File: src/rtl/mdc_reorder_buf.sv
// mdc_reorder_buf
//   Output reorder buffer for the radix-2 MDC FFT pipeline. Accepts the
//   two-lane bit-reversed stream (one up/down pair per cycle) and emits one
//   complex sample per cycle in natural order (mode_bitrev=0) or in the
//   original stream order (mode_bitrev=1), using two ping-pong banks.
//
//   Ports
//     clk, rst_n          clock; synchronous reset, active-high (asserted = 1)
//     in_valid, in_sof    pair present; pair k=0 of a frame
//     in_up_*, in_dn_*    signed up/down pair data
//     mode_bitrev         output order, latched at the start of each read-out
//     out_valid/sof/eof   sample present; first/last sample of a frame
//     out_re, out_im      signed sample
//     out_idx             read position j
//     ovf                 pulse: pair dropped because the write bank is busy
//     sof_err             pulse: in_sof seen with a partially written frame
module mdc_reorder_buf #(
    parameter int WIDTH = 9,
    parameter int LOG2N = 5
) (
    input  logic                    clk,
    input  logic                    rst_n,
    input  logic                    in_valid,
    input  logic                    in_sof,
    input  logic signed [WIDTH-1:0] in_up_re,
    input  logic signed [WIDTH-1:0] in_up_im,
    input  logic signed [WIDTH-1:0] in_dn_re,
    input  logic signed [WIDTH-1:0] in_dn_im,
    input  logic                    mode_bitrev,
    output logic                    out_valid,
    output logic                    out_sof,
    output logic                    out_eof,
    output logic signed [WIDTH-1:0] out_re,
    output logic signed [WIDTH-1:0] out_im,
    output logic [LOG2N-1:0]        out_idx,
    output logic                    ovf,
    output logic                    sof_err
);

    localparam int HB   = LOG2N - 1;   // address bits of one half-bank
    localparam int HALF = 1 << HB;

    typedef enum logic [1:0] {B_EMPTY, B_FULL, B_READING} bank_st_e;

    function automatic logic [LOG2N-1:0] bitrev_n(input logic [LOG2N-1:0] v);
        logic [LOG2N-1:0] r;
        for (int unsigned i = 0; i < LOG2N; i++) r[i] = v[LOG2N-1-i];
        return r;
    endfunction

    function automatic logic [HB-1:0] bitrev_h(input logic [HB-1:0] v);
        logic [HB-1:0] r;
        for (int unsigned i = 0; i < HB; i++) r[i] = v[HB-1-i];
        return r;
    endfunction

    // Up words (addresses < N/2) and down words (addresses >= N/2) live in
    // separate half-size memories; pair k lands at bitrev(k) in both halves.
    logic [2*WIDTH-1:0] mem_lo [2][HALF];
    logic [2*WIDTH-1:0] mem_hi [2][HALF];

    bank_st_e         bank_st_q [2];
    bank_st_e         bank_st_d [2];
    logic             synced_q, synced_d;
    logic             wr_bank_q, wr_bank_d;
    logic [HB-1:0]    wcnt_q, wcnt_d;
    logic             rd_active_q, rd_active_d;
    logic             rd_bank_q, rd_bank_d;
    logic             rd_mode_q, rd_mode_d;
    logic [LOG2N-1:0] rd_j_q, rd_j_d;

    logic                    out_valid_q, out_valid_d;
    logic                    out_sof_q, out_sof_d;
    logic                    out_eof_q, out_eof_d;
    logic signed [WIDTH-1:0] out_re_q, out_re_d;
    logic signed [WIDTH-1:0] out_im_q, out_im_d;
    logic [LOG2N-1:0]        out_idx_q, out_idx_d;
    logic                    ovf_q, ovf_d;
    logic                    sof_err_q, sof_err_d;

    logic             rd_other;
    logic             rd_last;
    logic             wr_free;
    logic             wr_en;
    logic [HB-1:0]    wr_k;
    logic [HB-1:0]    wr_idx;
    logic [LOG2N-1:0] rd_addr;
    logic [2*WIDTH-1:0] rd_word;

    assign rd_other = ~rd_bank_q;
    assign wr_idx   = bitrev_h(wr_k);

    // Bank bookkeeping, reader sequencing and writer control
    always_comb begin
        bank_st_d   = bank_st_q;
        rd_active_d = rd_active_q;
        rd_bank_d   = rd_bank_q;
        rd_mode_d   = rd_mode_q;
        rd_j_d      = rd_j_q;
        synced_d    = synced_q;
        wr_bank_d   = wr_bank_q;
        wcnt_d      = wcnt_q;
        wr_en       = 1'b0;
        ovf_d       = 1'b0;
        sof_err_d   = in_valid && in_sof && (wcnt_q != '0);
        wr_k        = in_sof ? '0 : wcnt_q;
        rd_last     = rd_active_q && (&rd_j_q);

        // Banks fill alternately, so the reader simply alternates too.
        if (rd_active_q) begin
            rd_j_d = rd_j_q + 1'b1;
            if (rd_last) begin
                bank_st_d[rd_bank_q] = B_EMPTY;
                rd_bank_d            = rd_other;
                rd_j_d               = '0;
                if (bank_st_q[rd_other] == B_FULL) begin
                    bank_st_d[rd_other] = B_READING;
                    rd_mode_d           = mode_bitrev;
                end else begin
                    rd_active_d = 1'b0;
                end
            end
        end else if (bank_st_q[rd_bank_q] == B_FULL) begin
            bank_st_d[rd_bank_q] = B_READING;
            rd_active_d          = 1'b1;
            rd_mode_d            = mode_bitrev;
            rd_j_d               = '0;
        end

        // A bank being released on this edge already counts as free.
        wr_free = (bank_st_q[wr_bank_q] == B_EMPTY) ||
                  (rd_last && (rd_bank_q == wr_bank_q));

        if (in_valid && (synced_q || in_sof)) begin
            if (!wr_free) begin
                ovf_d = 1'b1;
            end else begin
                wr_en    = 1'b1;
                synced_d = 1'b1;
                if (&wr_k) begin
                    bank_st_d[wr_bank_q] = B_FULL;
                    wr_bank_d            = ~wr_bank_q;
                    wcnt_d               = '0;
                end else begin
                    wcnt_d = wr_k + 1'b1;
                end
            end
        end
    end

    // Read path: memory read and output register share one edge
    always_comb begin
        rd_addr     = rd_mode_q ? bitrev_n(rd_j_q) : rd_j_q;
        rd_word     = rd_addr[HB] ? mem_hi[rd_bank_q][rd_addr[HB-1:0]]
                                  : mem_lo[rd_bank_q][rd_addr[HB-1:0]];
        out_valid_d = rd_active_q;
        out_sof_d   = rd_active_q && (rd_j_q == '0);
        out_eof_d   = rd_last;
        out_idx_d   = rd_active_q ? rd_j_q : '0;
        out_re_d    = rd_active_q ? rd_word[2*WIDTH-1:WIDTH] : '0;
        out_im_d    = rd_active_q ? rd_word[WIDTH-1:0] : '0;
    end

    always_ff @(posedge clk) begin
        if (wr_en) begin
            mem_lo[wr_bank_q][wr_idx] <= {in_up_re, in_up_im};
            mem_hi[wr_bank_q][wr_idx] <= {in_dn_re, in_dn_im};
        end
    end

    always_ff @(posedge clk) begin
        if (rst_n) begin
            bank_st_q[0] <= B_EMPTY;
            bank_st_q[1] <= B_EMPTY;
            synced_q     <= 1'b0;
            wr_bank_q    <= 1'b0;
            wcnt_q       <= '0;
            rd_active_q  <= 1'b0;
            rd_bank_q    <= 1'b0;
            rd_mode_q    <= 1'b0;
            rd_j_q       <= '0;
            out_valid_q  <= 1'b0;
            out_sof_q    <= 1'b0;
            out_eof_q    <= 1'b0;
            out_re_q     <= '0;
            out_im_q     <= '0;
            out_idx_q    <= '0;
            ovf_q        <= 1'b0;
            sof_err_q    <= 1'b0;
        end else begin
            bank_st_q    <= bank_st_d;
            synced_q     <= synced_d;
            wr_bank_q    <= wr_bank_d;
            wcnt_q       <= wcnt_d;
            rd_active_q  <= rd_active_d;
            rd_bank_q    <= rd_bank_d;
            rd_mode_q    <= rd_mode_d;
            rd_j_q       <= rd_j_d;
            out_valid_q  <= out_valid_d;
            out_sof_q    <= out_sof_d;
            out_eof_q    <= out_eof_d;
            out_re_q     <= out_re_d;
            out_im_q     <= out_im_d;
            out_idx_q    <= out_idx_d;
            ovf_q        <= ovf_d;
            sof_err_q    <= sof_err_d;
        end
    end

    assign out_valid = out_valid_q;
    assign out_sof   = out_sof_q;
    assign out_eof   = out_eof_q;
    assign out_re    = out_re_q;
    assign out_im    = out_im_q;
    assign out_idx   = out_idx_q;
    assign ovf       = ovf_q;
    assign sof_err   = sof_err_q;

endmodule

File: config.mk
export PLATFORM = sky130hd
export DESIGN_NAME = mdc_reorder_buf
export DESIGN_NICKNAME = d
export VERILOG_FILES = /design/src/rtl/mdc_reorder_buf.sv
export SDC_FILE = /design/constraint.sdc
export NUM_CORES = 1
export LEC_CHECK = 0
export CAP_MARGIN = 20
export CORE_MARGIN = 2
export CORE_UTILIZATION = 31
export DETAILED_ROUTE_END_ITERATION = 8
export GPL_ROUTABILITY_DRIVEN = 0
export GPL_TIMING_DRIVEN = 1
export PLACE_DENSITY_LB_ADDON = 0.1
export SETUP_SLACK_MARGIN = 0.3
export SYNTH_ARGS = -nofsm -noshare
export SYNTH_HDL_FRONTEND = slang
export SYNTH_SLANG_ARGS = --single-unit
File: constraint.sdc
create_clock -name clk -period 5.7 [get_ports clk]
set_input_delay 0.855 -clock clk [delete_from_list [all_inputs] [get_ports clk]]
set_output_delay 0.855 -clock clk [all_outputs]
set_load 0.01 [all_outputs]
==> flow_summary.json, run 1 <==
{
  "peakVddDrop_mv": 0.206,
  "grt_setup_unrepaired": "no",
  "yosys.area.top_type": "edfxtp_1",
  "worst_ep_arrival_time_ns": 4.35,
  "path_clk_slew_ns": 0.06,
  "syn_area_um2": 46400,
  "crit_fanout": 21,
  "numCtsBuffers": 136,
  "core_um2": 148000,
  "maxCapViolations": 0,
  "grt_pass1_vias": 25100,
  "finalCoreUtilization_pct": 37.0,
  "ys_seq_elements": 1199,
  "leakage_nw": 16.7,
  "yosysUniqueCellTypes": 63,
  "clock_sinks": 1199,
  "relSlewSlack_pct": 24.8,
  "drt_pre_antenna_iters": 5,
  "grt_pass1_wl_mm": 196,
  "crit_required_ns": 6.13,
  "ys_seq_area_share_pct": 76.6,
  "drive_gt1_share_pct": 19.2,
  "port_buffers": 68,
  "synthFlopType": "edfxtp_1",
  "die_w_um": 391,
  "drv_slew": 0,
  "wl_mm": 139,
  "dieArea_um2": 153000,
  "grt_max_degree": 107,
  "fillers": 13700,
  "ant_nets": 0,
  "grt.busiest_layer": "met2",
  "clock_skew_ns": 0.0255,
  "clock_path_buffers": 3,
  "total_power_mw": 18.4,
  "tightest_slew_ns": 1.12,
  "rows": 141,
  "synth-async-reset-ratio_pct": 0,
  "postCtsSetupBuffers": 0,
  "clockRootBuffer": "clkbuf_16",
  "ctsResizeCount": 0,
  "postSynthCellCount": 2518,
  "drc": 0,
  "synthToLayoutAreaGrowth_pct": 18.4,
  "dr.first_iter.drc_count": 2329,
  "gr-total-overflow": 0,
  "multi_input_area_um2": 10300,
  "yosys-top-cells-area": "edfxtp_1 (75%), mux4_2 (8.5%), mux2i_1 (3.5%)",
  "synth-edff-count": 1152,
  "setup-tns-final_ns": 0,
  "grtUsageMet2_pct": 29.4,
  "finalCritPeriodShare_pct": 68.7,
  "pwr_density_cell_nw_per_um2": 335,
  "clock_latency_ns": 0.76,
  "use_met3_pct": 3.76,
  "post-place-cells": 4489,
  "cts_hold_buf": 0,
  "cts_tree": "yes",
  "viasPerCell": 5.16,
  "die_h_um": 391,
  "io_pins": 69,
  "met1_usage_pct": 24.9,
  "path_class": "reg -> reg",
  "antenna_found_initial": 4,
  "synth_nets": 2566,
  "max_freq_mhz": 255,
  "initial_core_util_pct": 31.3,
  "yosys_warnings": 0,
  "htree_levels": 4,
  "final_cells": 4758,
  "syn_area_per_cell_um2": 18.4,
  "min-delay-path-class": "reg -> reg",
  "fin_nets": 2762,
  "start_kind": "flip-flop",
  "synth_top_area_share_pct": 74.6,
  "grt_util_all_layers_pct": 18.3,
  "fin_crit_ns": 3.92,
  "hold_violations": 0,
  "end_kind": "flip-flop",
  "status": "finished, final reports clean",
  "route.vias.total": 24500,
  "wire_per_inst_um": 29.2,
  "hpwl_mm": 79.0,
  "ff_latch_area_um2": 35500,
  "finalSetupViolations": 0
}
-- final cells by class --
class                      instances  area share (%)
clock inverter                    63           0.900
antenna                            3          0.0137
timing repair buffer             197            4.26
inverter                           8          0.0547
tap                             1930            4.40
clock buffer                     186            6.82
multi-input combinational       1172            18.8
sequential                      1199            64.7
-- synth_stat cells, drive strengths merged, types with 9 or more instances --
| master | count |
|---|---|
| a211oi | 17 |
| a21oi | 59 |
| a22oi | 9 |
| a31oi | 40 |
| a32o | 14 |
| and3 | 9 |
| buf | 98 |
| clkbuf | 41 |
| dfxtp | 47 |
| edfxtp | 1152 |
| mux2i | 165 |
| mux4 | 175 |
| nand2 | 279 |
| nand2b | 10 |
| nand3 | 75 |
| nor2 | 87 |
| nor2b | 15 |
| nor3 | 30 |
| o2111ai | 9 |
| o21ai | 39 |
| o22ai | 37 |
| or3 | 9 |
-- logic make-up after synthesis --
family                   Yosys count  synth area share [%]
flip-flops                      1199                  76.6
AND/OR/NAND/NOR                  537                  5.07
XOR/XNOR                           2                0.0378
AO/OA/AOI/OAI                    278                  4.04
adder cells (fa/ha/maj)            7                 0.189
buffers and inverters            147                  1.76
multiplexers                     348                  12.3
-- routing by layer --
layer	up-vias	routed length (um)
met4	2	3720
li1	10500	-
met3	199	8010
met2	685	65400
met1	13100	61900
met5	-	13
-- worst max-delay path, cell delays in order, from the launching register on --
cell and delay, ns:
dfxtp_1 0.51, ha_1 0.25, and3_1 0.16, ha_1 0.27
nand3_1 0.15, a311oi_2 0.31, buf_4 0.25, nand2_1 0.46
nor2_4 0.89, buf_12 0.29
-- where the power goes --
group	total, mW	internal [mW]	switching [mW]
combinational	0.332	0.114	0.218
sequential	9.68	9.68	0.00772
clock	8.37	4.87	3.49
-- path summary, 6_finish.rpt --
kind,startpoint,endpoint,slack (ns),cells past startpoint
setup / recovery,rd_j_q[1],mem_lo[1][187],1.78,9
setup reg to reg,rd_j_q[1],mem_lo[1][187],1.78,9
hold / removal,wcnt_q[1],wcnt_q[1],0.49,2
hold reg to reg,wcnt_q[1],wcnt_q[1],0.49,2
-- cells in the final DEF, fill, tap and decap left out, types with 14 or more instances in the layout --
cell                n
o21ai_0            39
clkdlybuf4s50_1    68
dfxtp_1            45
nor2_1             58
mux2i_1           162
buf_12             14
clkbuf_1           39
a32o_1             14
clkinv_2           20
buf_4              83
o22ai_1            37
clkinv_1           27
edfxtp_1         1152
mux4_2            175
clkbuf_16         145
buf_16             18
nor2b_1            15
nor3_1             26
nand2_1           277
nand3_1            75
nor2_4             29
a21oi_1            59
a211oi_1           17
a31oi_1            40
-- flip-flops by register name (all words and copies together) (netlist names), 4 cells and up, named ones only --
| register | cells |
|---|---|
| out_idx | 5 |
| out_im | 9 |
| mem_hi | 576 |
| rd_j_q | 5 |
| mem_lo | 576 |
| wcnt_q | 4 |
| bank_st_q | 4 |
| out_re | 9 |
-- through the flow --
step                      setup WS (ns)  hold WS (ns)  instance area [um^2]
after floorplan                   0.739         0.455                 46400
after global placement             1.28         0.481                 49900
after detailed placement           1.30         0.473                 50300
after CTS                          1.71         0.483                 54500
after global routing               1.53         0.521                 54900
final                              1.78         0.486                 54900
(Power assumes the default switching activity.)
==> inputs of run 2 (changes only) <==
==> constraint.sdc (replaced) <==
create_clock -name clk -period 3.19 [get_ports clk]
set_input_delay 0.4785 -clock clk [delete_from_list [all_inputs] [get_ports clk]]
set_output_delay 0.4785 -clock clk [all_outputs]
set_load 0.01 [all_outputs]
==> run 2 against run 1 <==
Against the previous run:
- first-iteration DRC count fell by 8.7%
- worst hold slack got worse by 0.12 ns
- final area rose by 2.1%
- critical endpoint is now out_im[5]
- global-route usage rose by 0.74 points
- sequential power rose by 79%
- register-to-register slack got worse by 1.5 ns
- power rose by 80%
- flip-flop and latch count did not move
==> flow_summary.json, run 2 (synthesized netlist as in run 1, its figures left out) <==
{
  "finalWorstSetupSlack_ns": 0.280,
  "crit_family": "simple AND/OR/NAND/NOR gates",
  "wl_mm": 145,
  "finalSetupViolations": 0,
  "r2r_start": "rd_mode_q",
  "relSlewSlack_pct": 36.7,
  "drt_pre_antenna_iters": 5,
  "grt_setup_unrepaired": "yes",
  "port_buffers": 68,
  "multi_input_area_um2": 10500,
  "grt_pass1_wl_mm": 204,
  "grt.busiest_layer": "met2",
  "crit_fanout": 21,
  "cpPeakStageDelay_ns": 0.54,
  "end_kind": "flip-flop",
  "reg2reg_slack_ns": 0.28,
  "layout_commonest_cell": "edfxtp_1",
  "layout_common_cells": "edfxtp_1 (1152), nand2_1 (273), mux4_2 (175)",
  "status": "finished, final reports clean",
  "gr-total-overflow": 0,
  "grt_pass1_vias": 26000,
  "peakVddDrop_mv": 0.398,
  "r2r_cells": 8,
  "grtUsageMet2_pct": 31.9,
  "p_switching_mw": 6.69,
  "setup-tns-final_ns": 0,
  "final_cells": 4856,
  "p_int_mw": 26.4,
  "path_clk_slew_ns": 0.06,
  "max_freq_mhz": 344,
  "pwr_density_cell_nw_per_um2": 591,
  "post-place-cells": 4608,
  "viasPerCell": 5.14,
  "path_cells": "mux2_8, buf_12, buf_4, nand2_1, a21oi_1, nor4_2, nor4_1, o32a_1",
  "met1_usage_pct": 25.7,
  "holdWs_ns": 0.363,
  "clockPowerShare_pct": 46.0,
  "clock_sinks": 1199,
  "min-delay-path-class": "in -> reg",
  "clock_skew_ns": 0.0211,
  "place_area_um2": 51600,
  "pwr-share-seq_pct": 52.3,
  "route.vias.total": 25000,
  "start_kind": "flip-flop",
  "worst_ep_arrival_time_ns": 3.55,
  "die_w_um": 391,
  "finalCoreUtilization_pct": 37.8,
  "grt_util_all_layers_pct": 19.0,
  "tightest_slew_ns": 0.947,
  "final_area_um2": 56000,
  "cp-startpoint": "rd_mode_q",
  "hold_violations": 0,
  "wire_per_inst_um": 29.8,
  "path_class": "reg -> reg",
  "fin_nets": 2870,
  "drc": 0,
  "numCtsBuffers": 137,
  "clock_latency_ns": 0.76,
  "dpl_worst_slack_ns": -0.0123,
  "clockRootBuffer": "clkbuf_16",
  "total_power_mw": 33.1,
  "maxCapViolations": 0,
  "r2r-end": "out_im[5]",
  "dr.first_iter.drc_count": 2126,
  "critical_path_buf_inv_count": 2,
  "swShare_pct": 20.2,
  "clock_path_buffers": 3,
  "cts_hold_buf": 0,
  "grt_max_degree": 46,
  "dieArea_um2": 153000,
  "pwr-share-comb_pct": 1.7,
  "cp_num_cells": 8,
  "core_um2": 148000,
  "reg.largest.list": "mem_hi (576), mem_lo (576)",
  "fin_crit_ns": 2.91,
  "initial_core_util_pct": 31.3,
  "drv_slew": 0,
  "htree_levels": 4,
  "antenna_found_initial": 3,
  "slowest_stage": "nor4_2",
  "use_met3_pct": 3.03,
  "die_h_um": 391,
  "synthToLayoutAreaGrowth_pct": 20.8,
  "crit_required_ns": 3.83,
  "finalCritPeriodShare_pct": 91.2,
  "rows": 141,
  "leakage_nw": 17.2,
  "hpwl_mm": 88.0,
  "ant_nets": 0,
  "drive_gt1_share_pct": 22.8,
  "crit_path_end": "out_im[5]",
  "ff_latch_area_um2": 35500,
  "cts_tree": "yes",
  "io_pins": 69,
  "fillers": 13600
}
[run 2: worst min path at each step]
stage                                 to  cells after the start  slack, ns   startpoint
after floorplan                wcnt_q[1]                      2       0.45    wcnt_q[1]
after global placement         wcnt_q[1]                      2       0.47    wcnt_q[1]
after detailed placement        synced_q                      2       0.49     synced_q
after CTS                 mem_hi[1][113]                      1       0.31  in_dn_im[5]
after global routing      mem_hi[1][113]                      1       0.36  in_dn_im[5]
final                     mem_hi[0][164]                      1       0.36  in_dn_im[2]
[run 2: routing by layer]
| metal | vias up | share of wire [%] |
|---|---|---|
| met1 | 13400 | 44 |
| li1 | 10700 | - |
| met5 | - | 0 |
| met3 | 183 | 4.5 |
| met4 | 0 | 2.2 |
| met2 | 689 | 49 |
[run 2: area by class of cell]
cell class                      instances  area share (%)
Multi-Input combinational cell       1172            18.7
Sequential cell                      1199            63.4
Clock buffer                          184            6.75
Inverter                                8          0.0536
Timing Repair Buffer                  304            5.83
Antenna cell                            3          0.0134
Tap cell                             1930            4.31
Clock inverter                         56           0.909
[run 2: timing repair]
| action | 4_1_cts | 5_1_grt |
|---|---|---|
| setup endpoints to repair | 48 | 27 |
| resized for setup | 9 | 5 |
| gates cloned | 1 | 0 |
| buffers inserted | 4 | 0 |
| endpoints found under the hold margin | 0 | 0 |
| pin swaps | 0 | 1 |
[run 2: power by group through the flow]
stage,Clock [mW],Combinational (mW),Sequential (mW)
2_1_floorplan,0,0.128,17.6
3_3_place_gp,0,0.564,17.6
3_5_place_dp,0,0.577,17.6
4_1_cts,15.6,0.578,17.3
5_1_grt,16.2,0.608,17.3
6_report,15.2,0.560,17.3
